File: src/rtl/multicycle_control.sv
// Multicycle datapath controller: FSM sequencing fetch/decode/execute phases,
// with a bounded memory handshake, sticky fault reporting and a retired-instruction counter.
module multicycle_control #(
    parameter int unsigned MEM_TIMEOUT = 15,
    parameter int unsigned CNT_W       = 32
) (
    input  logic             clk,
    input  logic             reset,
    input  logic [5:0]       OpCode,
    input  logic             mem_ready,
    output logic             PCWrite,
    output logic             PCWriteCond,
    output logic             IorD,
    output logic             MemRead,
    output logic             MemWrite,
    output logic             IRWrite,
    output logic             MemtoReg,
    output logic             ALUSrcA,
    output logic             RegWrite,
    output logic             RegDst,
    output logic [1:0]       ALUOp,
    output logic [1:0]       ALUSrcB,
    output logic [1:0]       PCSource,
    output logic [3:0]       state,
    output logic             fault,
    output logic [1:0]       fault_code,
    output logic [CNT_W-1:0] instr_count
);

    typedef enum logic [3:0] {
        S_IDLE     = 4'd0,
        S_FETCH    = 4'd1,
        S_DECODE   = 4'd2,
        S_MEM_ADDR = 4'd3,
        S_MEM_RD   = 4'd4,
        S_MEM_WB   = 4'd5,
        S_MEM_WR   = 4'd6,
        S_R_EX     = 4'd7,
        S_R_WB     = 4'd8,
        S_BRANCH   = 4'd9,
        S_JUMP     = 4'd10,
        S_ADDI_EX  = 4'd11,
        S_ANDI_EX  = 4'd12,
        S_IMM_WB   = 4'd13,
        S_FAULT    = 4'd15
    } state_t;

    localparam logic [5:0] OP_RTYPE = 6'b000000;
    localparam logic [5:0] OP_LW    = 6'b100011;
    localparam logic [5:0] OP_SW    = 6'b101011;
    localparam logic [5:0] OP_BEQ   = 6'b000100;
    localparam logic [5:0] OP_J     = 6'b000010;
    localparam logic [5:0] OP_ADDI  = 6'b001000;
    localparam logic [5:0] OP_ANDI  = 6'b001100;
    localparam logic [7:0] TIMEOUT  = 8'(MEM_TIMEOUT);

    state_t           state_q, state_d;
    logic [7:0]       wait_q, wait_d;
    logic             fault_q, fault_d;
    logic [1:0]       code_q, code_d;
    logic [CNT_W-1:0] cnt_q, cnt_d;
    logic             timed_out;

    // mem_ready on the timeout cycle takes priority, so it is tested first in each memory state.
    assign timed_out = (wait_q == TIMEOUT) && !mem_ready;

    always_comb begin
        state_d     = state_q;
        PCWrite     = 1'b0;
        PCWriteCond = 1'b0;
        IorD        = 1'b0;
        MemRead     = 1'b0;
        MemWrite    = 1'b0;
        IRWrite     = 1'b0;
        MemtoReg    = 1'b0;
        ALUSrcA     = 1'b0;
        RegWrite    = 1'b0;
        RegDst      = 1'b0;
        ALUOp       = 2'b00;
        ALUSrcB     = 2'b00;
        PCSource    = 2'b00;
        case (state_q)
            S_IDLE: state_d = S_FETCH;
            S_FETCH: begin
                MemRead = 1'b1;
                ALUSrcB = 2'b01;
                IRWrite = mem_ready;
                PCWrite = mem_ready;
                if (mem_ready)      state_d = S_DECODE;
                else if (timed_out) state_d = S_FAULT;
            end
            S_DECODE: begin
                ALUSrcB = 2'b11;
                case (OpCode)
                    OP_RTYPE:     state_d = S_R_EX;
                    OP_LW, OP_SW: state_d = S_MEM_ADDR;
                    OP_BEQ:       state_d = S_BRANCH;
                    OP_J:         state_d = S_JUMP;
                    OP_ADDI:      state_d = S_ADDI_EX;
                    OP_ANDI:      state_d = S_ANDI_EX;
                    default:      state_d = S_FAULT;
                endcase
            end
            S_MEM_ADDR: begin
                ALUSrcA = 1'b1;
                ALUSrcB = 2'b10;
                state_d = (OpCode == OP_LW) ? S_MEM_RD : S_MEM_WR;
            end
            S_MEM_RD: begin
                MemRead = 1'b1;
                IorD    = 1'b1;
                if (mem_ready)      state_d = S_MEM_WB;
                else if (timed_out) state_d = S_FAULT;
            end
            S_MEM_WB: begin
                RegWrite = 1'b1;
                MemtoReg = 1'b1;
                state_d  = S_FETCH;
            end
            S_MEM_WR: begin
                MemWrite = 1'b1;
                IorD     = 1'b1;
                if (mem_ready)      state_d = S_FETCH;
                else if (timed_out) state_d = S_FAULT;
            end
            S_R_EX: begin
                ALUSrcA = 1'b1;
                ALUOp   = 2'b10;
                state_d = S_R_WB;
            end
            S_R_WB: begin
                RegWrite = 1'b1;
                RegDst   = 1'b1;
                state_d  = S_FETCH;
            end
            S_BRANCH: begin
                ALUSrcA     = 1'b1;
                ALUOp       = 2'b01;
                PCWriteCond = 1'b1;
                PCSource    = 2'b01;
                state_d     = S_FETCH;
            end
            S_JUMP: begin
                PCWrite  = 1'b1;
                PCSource = 2'b10;
                state_d  = S_FETCH;
            end
            S_ADDI_EX, S_ANDI_EX: begin
                ALUSrcA = 1'b1;
                ALUSrcB = 2'b10;
                ALUOp   = (state_q == S_ANDI_EX) ? 2'b11 : 2'b00;
                state_d = S_IMM_WB;
            end
            S_IMM_WB: begin
                RegWrite = 1'b1;
                state_d  = S_FETCH;
            end
            S_FAULT: state_d = S_FAULT;
            default: state_d = S_IDLE;
        endcase
    end

    always_comb begin
        wait_d  = wait_q;
        fault_d = fault_q;
        code_d  = code_q;
        cnt_d   = cnt_q;
        // Any state change clears the counter, which covers entry to every memory state.
        if (state_d != state_q)
            wait_d = '0;
        else if ((state_q inside {S_FETCH, S_MEM_RD, S_MEM_WR}) && !mem_ready)
            wait_d = wait_q + 8'd1;
        if (state_d == S_FAULT && state_q != S_FAULT) begin
            fault_d = 1'b1;
            code_d  = (state_q == S_DECODE) ? 2'b01 : 2'b10;
        end
        if (state_d == S_FETCH &&
            (state_q inside {S_MEM_WB, S_MEM_WR, S_R_WB, S_BRANCH, S_JUMP, S_IMM_WB}))
            cnt_d = cnt_q + CNT_W'(1);
    end

    always_ff @(posedge clk or posedge reset) begin
        if (reset) begin
            state_q <= S_IDLE;
            wait_q  <= '0;
            fault_q <= 1'b0;
            code_q  <= 2'b00;
            cnt_q   <= '0;
        end else begin
            state_q <= state_d;
            wait_q  <= wait_d;
            fault_q <= fault_d;
            code_q  <= code_d;
            cnt_q   <= cnt_d;
        end
    end

    assign state       = state_q;
    assign fault       = fault_q;
    assign fault_code  = code_q;
    assign instr_count = cnt_q;

endmodule

File: config.mk
export PLATFORM = sky130hd
export DESIGN_NAME = multicycle_control
export DESIGN_NICKNAME = d
export VERILOG_FILES = /design/src/rtl/multicycle_control.sv
export SDC_FILE = /design/constraint.sdc
export NUM_CORES = 1
export LEC_CHECK = 0
export ABC_AREA = 0
export CAP_MARGIN = 5
export CORE_MARGIN = 1
export CORE_UTILIZATION = 30
export DETAILED_ROUTE_END_ITERATION = 7
export GPL_TIMING_DRIVEN = 0
export PLACE_DENSITY_LB_ADDON = 0.25
export SETUP_SLACK_MARGIN = 0.02
export SYNTH_ARGS = -nofsm -noshare
export SYNTH_HDL_FRONTEND = slang
export SYNTH_SLANG_ARGS = --single-unit
File: constraint.sdc
create_clock -name clk -period 2.2 [get_ports clk]
set_clock_uncertainty 0.2 [all_clocks]
set_input_delay 0.44 -clock clk [delete_from_list [all_inputs] [get_ports clk]]
set_output_delay 0.44 -clock clk [all_outputs]
set_load 0.05 [all_outputs]
==> results.yml <==
pwr:
  power.density_mw_per_mm2: 1230
  p_leak_uw: 0.00217
  power_frac_clock: 0.120
  intPower_uw: 2920
  p_switching_uw: 2730
  finalPower_uw: 5650
  switching_share: 0.483
  worst_ir_drop_vdd_v: 0.000575
  power_frac_comb: 0.679
  power_frac_seq: 0.201
route:
  wl_met2_mm: 3.96
  wl_met1_mm: 3.45
  firstDrtPassIters: 4
  vias: 2657
  wl_met3_um: 406
  wl_mm: 8.06
  dr.first_iter.drc_count: 102
  wl_per_cell_um: 15.8
  viasPerCell: 5.21
  drc_errors: 0
  dr.max_layer_used: "met4"
  ant_nets: 0
run:
  drv_cap: 0
synthesis:
  synth_edf_count: 0
  ys_ff_latch: 47
  ys_types: 58
  synth.most_common_cell: "dfrtp_1"
  syn_area_sq_mm: 0.00281
  ys_seq_area_frac: 0.418
  synth_cells: 298
  synth_common_cells: "dfrtp_1, nor2_1, nand2_1"
  synth-main-ff-cell: "dfrtp_1"
  yosysTopAreaCell: "dfrtp_1"
  ys_top_cells_by_area: "dfrtp_1, xor2_1, xnor2_1"
  syn_nets: 309
  synth_top_area_frac: 0.418
  postSynthAreaPerCell_sq_um: 9.44
  yosysWarnings: 0
  synthArstFlopShare: 1.00
setup_path:
  worst_ep_arrival_time_ps: 2300
  worstPathCellList: "buf_6, or4b_4, a31oi_1, a211oi_4, a21boi_4, buf_12, nor4_4"
  cp-start-kind: "flop"
  cp_slowest_cell: "or4b_4"
  crit_type: "reg2reg"
  cpPeakStageDelay_ps: 570
  reg2reg_to: "wait_q[7]"
  required_ps: 2190
  r2r_setup_slack_ps: -110
  critPathMaxFanout: 8
  timing.rr.start: "state[3]"
  endpoint_kind: "flop"
  r2r_cells: 7
clock_network:
  max-clock-path-buffers: 2
  cts_made_buffers: 5
  clock_latency_ps: 310
  cts.sinks: 47
  htreeDepth: 2
  cts_tree: "built"
  postCtsHoldBufs: 0
  clkTransAtPathRegs_ps: 90
  clockRootBuffer: "clkbuf_8"
floorplan:
  core_area_sq_mm: 0.00889
  dieArea_sq_mm: 0.00977
  start_util: 0.316
  die_x_um: 98.8
  io_pins: 64
  rows: 34
  dieHeight_um: 98.8
timing:
  period_needed_ps: 2310
  finalSetupTns_ps: -1480
  finalSetupViolations: 20
  drv_slew: 0
  hold_viol_final: 0
  fmax_ghz: 0.432
  maxSlewHeadroom: 0.647
  finalCritPeriodShare: 1.05
  worstMarginPinSlew_ps: 527
  rsz0062_at_grt: "yes"
  worst_slack_ps: -113
placement:
  place_congestion: 0.858
  dp_hpwl_mm: 5.21
  place_worst_setup_slack_ps: -669
  dp_cells: 470
  portBuffers: 63
global_route:
  grt_pass1_vias: 2698
  grt_pass1_wl_mm: 13.2
  grt-ovfl-total: 0
  antenna_found_initial: 0
  grtUsageTotal: 0.170
  grt_max_degree: 41
final_layout:
  drive_gt1_frac: 0.366
  final_nets: 412
  regArea_sq_mm: 0.00118
  fin_util: 0.518
  stdcell_count: 510
  multiInputGateArea_sq_mm: 0.00200
  diodes: 0
  n_fill_cell: 797
  area_delta_synth_final_pct: 63.7
status:
  failed_checks: "negative setup slack"
  status: "complete, but fails checks"
min_path:
  hp-class: "in2async"
## cell type report
class,instances,area share
tap,108,0.0294
inverter,13,0.0133
multi-input combinational,226,0.434
clock inverter,2,0.00761
sequential,47,0.257
clock buffer,6,0.0179
buffer,10,0.0299
timing repair buffer,98,0.211
## worst max-delay path, delay by kind of cell (launching register included)
family                 cells  cell delay, ps
AND/OR/NAND/NOR            2             620
AO/OA/AOI/OAI              3             610
flip-flops                 1             460
buffers and inverters      2             290
## power by group through the flow
stage | logic (uW) | registers (uW) | clock network, uW
floorplan | 1640 | 1490 | 0
global placement | 2720 | 1140 | 0
detailed placement | 2720 | 1140 | 0
CTS | 3280 | 1110 | 704
global route | 4050 | 1160 | 736
finish | 3840 | 1130 | 679
## cell families (layout without fill, tap and decap cells)
logic type	count (synthesis)	after routing	synth area share
AO/OA/AOI/OAI	47	47	0.124
multiplexers	2	2	0.00756
XOR/XNOR	38	38	0.118
buffers and inverters	25	129	0.0449
adder cells (fa/ha/maj)	2	2	0.00890
AND/OR/NAND/NOR	137	137	0.278
flip-flops	47	47	0.418
## how the worst max path moves through the flow
stage,slack (ps),cells after the start,endpoint,from
6_report,-110,7,wait_q[7],state[3]
5_1_grt,-190,8,wait_q[6],state[0]
4_1_cts,-200,4,PCWrite,state[2]
3_5_place_dp,-670,4,PCWrite,mem_ready
3_3_place_gp,-750,2,state[0],reset
2_1_floorplan,-90,4,PCSource[0],state[2]
## layer usage
| layer | track usage | vias to the layer above |
|---|---|---|
| met5 | 0 | - |
| met2 | 0.290 | 78 |
| li1 | - | 1264 |
| met3 | 0.0355 | 19 |
| met4 | 0.0827 | 0 |
| met1 | 0.204 | 1296 |
## stage by stage
step | hold WS [ps] | cell area, sq um
6_report | 168 | 4600
5_1_grt | 177 | 4600
4_1_cts | 162 | 4230
3_5_place_dp | 259 | 3700
3_3_place_gp | 251 | 3680
2_1_floorplan | 349 | 2920
## state kept, by name, summed over array words and instances, names as in the netlist
register and count:
wait_q 8, fault_code 2, instr_count 32, state 4, fault 1
## placed cells by master, fill, tap and decap left out, types with 3 or more instances in the layout
cell / instances
a21oi_1: 3
nor3_1: 5
nand3_1: 8
inv_1: 10
dfrtp_2: 4
clkbuf_8: 7
nor2_4: 8
nor4_4: 8
nand4_1: 10
buf_4: 27
o21ai_0: 7
dfrtp_1: 43
nand2b_1: 3
nand2_1: 21
nor4_1: 3
xnor2_1: 16
dlygate4sd2_1: 26
a21oi_4: 4
a21o_1: 4
and3_1: 3
buf_8: 6
buf_6: 21
nor2_2: 5
nor3_2: 5
nand2b_4: 4
xor2_1: 22
buf_12: 4
nor3_4: 5
clkdlybuf4s50_1: 12
dlymetal6s2s_1: 8
o21ai_4: 3
nor2_1: 20
and4_1: 3
## timing repair
item | in CTS | in global routing
setup endpoints to repair | 62 | 57
pin swaps | 20 | 35
gates resized for setup | 195 | 56
setup buffers | 20 | 12
gates cloned | 1 | 1
(Power assumes the default switching activity.)
==> edit, RTL diff (same settings) <==
Set the parameter `CNT_W` to 48 (it was 32).
--- a/src/rtl/multicycle_control.sv
+++ b/src/rtl/multicycle_control.sv
@@ -3,5 +3,5 @@
 module multicycle_control #(
     parameter int unsigned MEM_TIMEOUT = 15,
-    parameter int unsigned CNT_W       = 32
+    parameter int unsigned CNT_W       = 48
 ) (
     input  logic             clk,
Interface: changed (resized instr_count); port bits go from 64 to 80. The function was not compared with the original's and may differ.
==> edit against the unedited design <==
- the run still ends with negative setup slack left
- critical path depth did not move
- via count increased by 12%
- wire length grew 9.2%
- largest power group unchanged
- global-route usage is 1.9 points lower
- utilization fell by 3.7 points
- total power up 13%
- worst setup slack better by 13 ps
- area after synthesis rose by 22%
- sequential cell count is 16 higher
- cell area up 15%
- die area grew 22%
==> edit: results (changes against the unedited design) <==
post-synthesis mux area share 0.00909 (was 0.00756); CTS Buf Count 9 (was 5); wirelength, routed 8800 um (was 8060 um); pre-CTS setup slack -993 ps (was -669 ps); setup violators final 19 (was 20); RD Place Congestion 0.862 (was 0.858); pin count of the biggest net entering global routing 42 (was 41); synth cell count leaders dfrtp_1, xnor2_1, nand2_1 (was dfrtp_1, nor2_1, nand2_1); Slew HR 0.643 (was 0.647); status finished with violations (unchanged); Setup Buffers After CTS 17 (was 20); port buffer count 79 (was 63); CTS H-tree depth 3 (was 2); Synth Area in XOR/XNOR 0.140 (was 0.118); hpwl dp 5850 um (was 5210 um); Post-synth ARST share 1.00 (unchanged); path depth of the worst reg2reg path 7 (unchanged); Via Count 2,978 (was 2,657); Tot GR Track Use 0.151 (was 0.170); met1 Use GR 0.195 (was 0.204); placed inst area 4570 um^2 (was 3700 um^2); nets 474 (was 412); Synth cell types 54 (was 58); Post-Synthesis Mean Instance Area 9.98 um^2 (was 9.44 um^2); Post-CTS Resized 193 (was 195); via count of the first global-routing pass 2,910 (was 2,698); Initial DRC Count 102 (unchanged); sequential fraction of the synthesis area 0.458 (was 0.418); met2 usage 0.243 (was 0.290); clk root buf clkbuf_16 (was clkbuf_8); Critical path origin state[0]$_DFF_PP0_ (was state[3]$_DFF_PP0_); met3 WL 404 um (was 406 um); setup TNS -1180 ps (was -1480 ps); first-pass GRT wire length 14,100 um (was 13,200 um); CTS clk-pin slew, worst paths 50 ps (was 90 ps); Adder-Cell Fraction of Synth Area 0.00727 (was 0.00890); met2 routed WL 4240 um (was 3960 um); highest routed layer met4 (unchanged); highest net fanout along the worst path 9 (was 8); HP Class reg -> reg (was in -> async); Psw 2740 uW (was 2730 uW); top post-synthesis cells by area dfrtp_1, xnor2_1, xor2_1 (was dfrtp_1, xor2_1, xnor2_1); number of flip-flops under the largest register name 48 (was 32); CP max-delay cell or4b_1 (was or4b_4); VDD IR-drop max 0.829 mV (was 0.575 mV); share of layout cells above drive strength 1 0.357 (was 0.366); Mapped Nets 356 (was 309); latest clock arrival within the worst-skew pair 330 ps (was 310 ps); Worst path max stage delay 440 ps (was 570 ps); PnR worst setup slack -101 ps (was -113 ps); leakage 0.00259 uW (was 0.00217 uW); violations in the final reports negative setup slack (unchanged); Placed Cells 565 (was 470); Setup crit end fault$_DFFE_PP0P_ (was wait_q[7]$_DFFE_PP0P_); met3 GRT Util 0.0299 (was 0.0355); final cell count without fillers 608 (was 510); compound-cell area share of the yosys netlist 0.0789 (was 0.124)
==> edit: cell types whose count changed in the layout (fill, tap and decap cells not counted), moves of 7 or more <==
cell           unedited run  this run
nand4_1                  10        17
dfrtp_2                   4        15
nor4_4                    8         1
xnor2_1                  16        34
nand3_1                   8        21
clkbuf_16                 1        10
dlygate4sd2_1            26        37
nand2_1                  21        28
==> edit: power groups by stage <==
stage          sequential, uW  combinational, uW  clock (uW)
6_report                 1460               3560        1390
5_1_grt                  1480               3730        1470
4_1_cts                  1430               3320        1420
3_5_place_dp             1470               2860           0
3_3_place_gp             1460               2850           0
2_1_floorplan            1830               1710           0
==> edit: layout make-up <==
type / count / area, um^2
Tap cell: 140 / 175
Inverter: 10 / 47.5
Clock inverter: 1 / 30.0
Sequential cell: 63 / 1600
Multi-Input combinational cell: 256 / 2010
Buffer: 13 / 168
Timing Repair Buffer: 110 / 1020
Fill cell: 1023 / 5730
Clock buffer: 15 / 258
==> edit: how the worst min path moves through the flow <==
stage | startpoint | endpoint | slack (ps) | depth (start not counted)
final | instr_count[47]$_DFFE_PP0P_ | instr_count[47]$_DFFE_PP0P_ | 260 | 1
after global routing | instr_count[47]$_DFFE_PP0P_ | instr_count[47]$_DFFE_PP0P_ | 290 | 1
after CTS | instr_count[47]$_DFFE_PP0P_ | instr_count[47]$_DFFE_PP0P_ | 270 | 1
after detailed placement | instr_count[47]$_DFFE_PP0P_ | instr_count[47]$_DFFE_PP0P_ | 260 | 1
after global placement | fault$_DFFE_PP0P_ | fault$_DFFE_PP0P_ | 250 | 1
after floorplan | wait_q[6]$_DFFE_PP0P_ | wait_q[6]$_DFFE_PP0P_ | 350 | 2
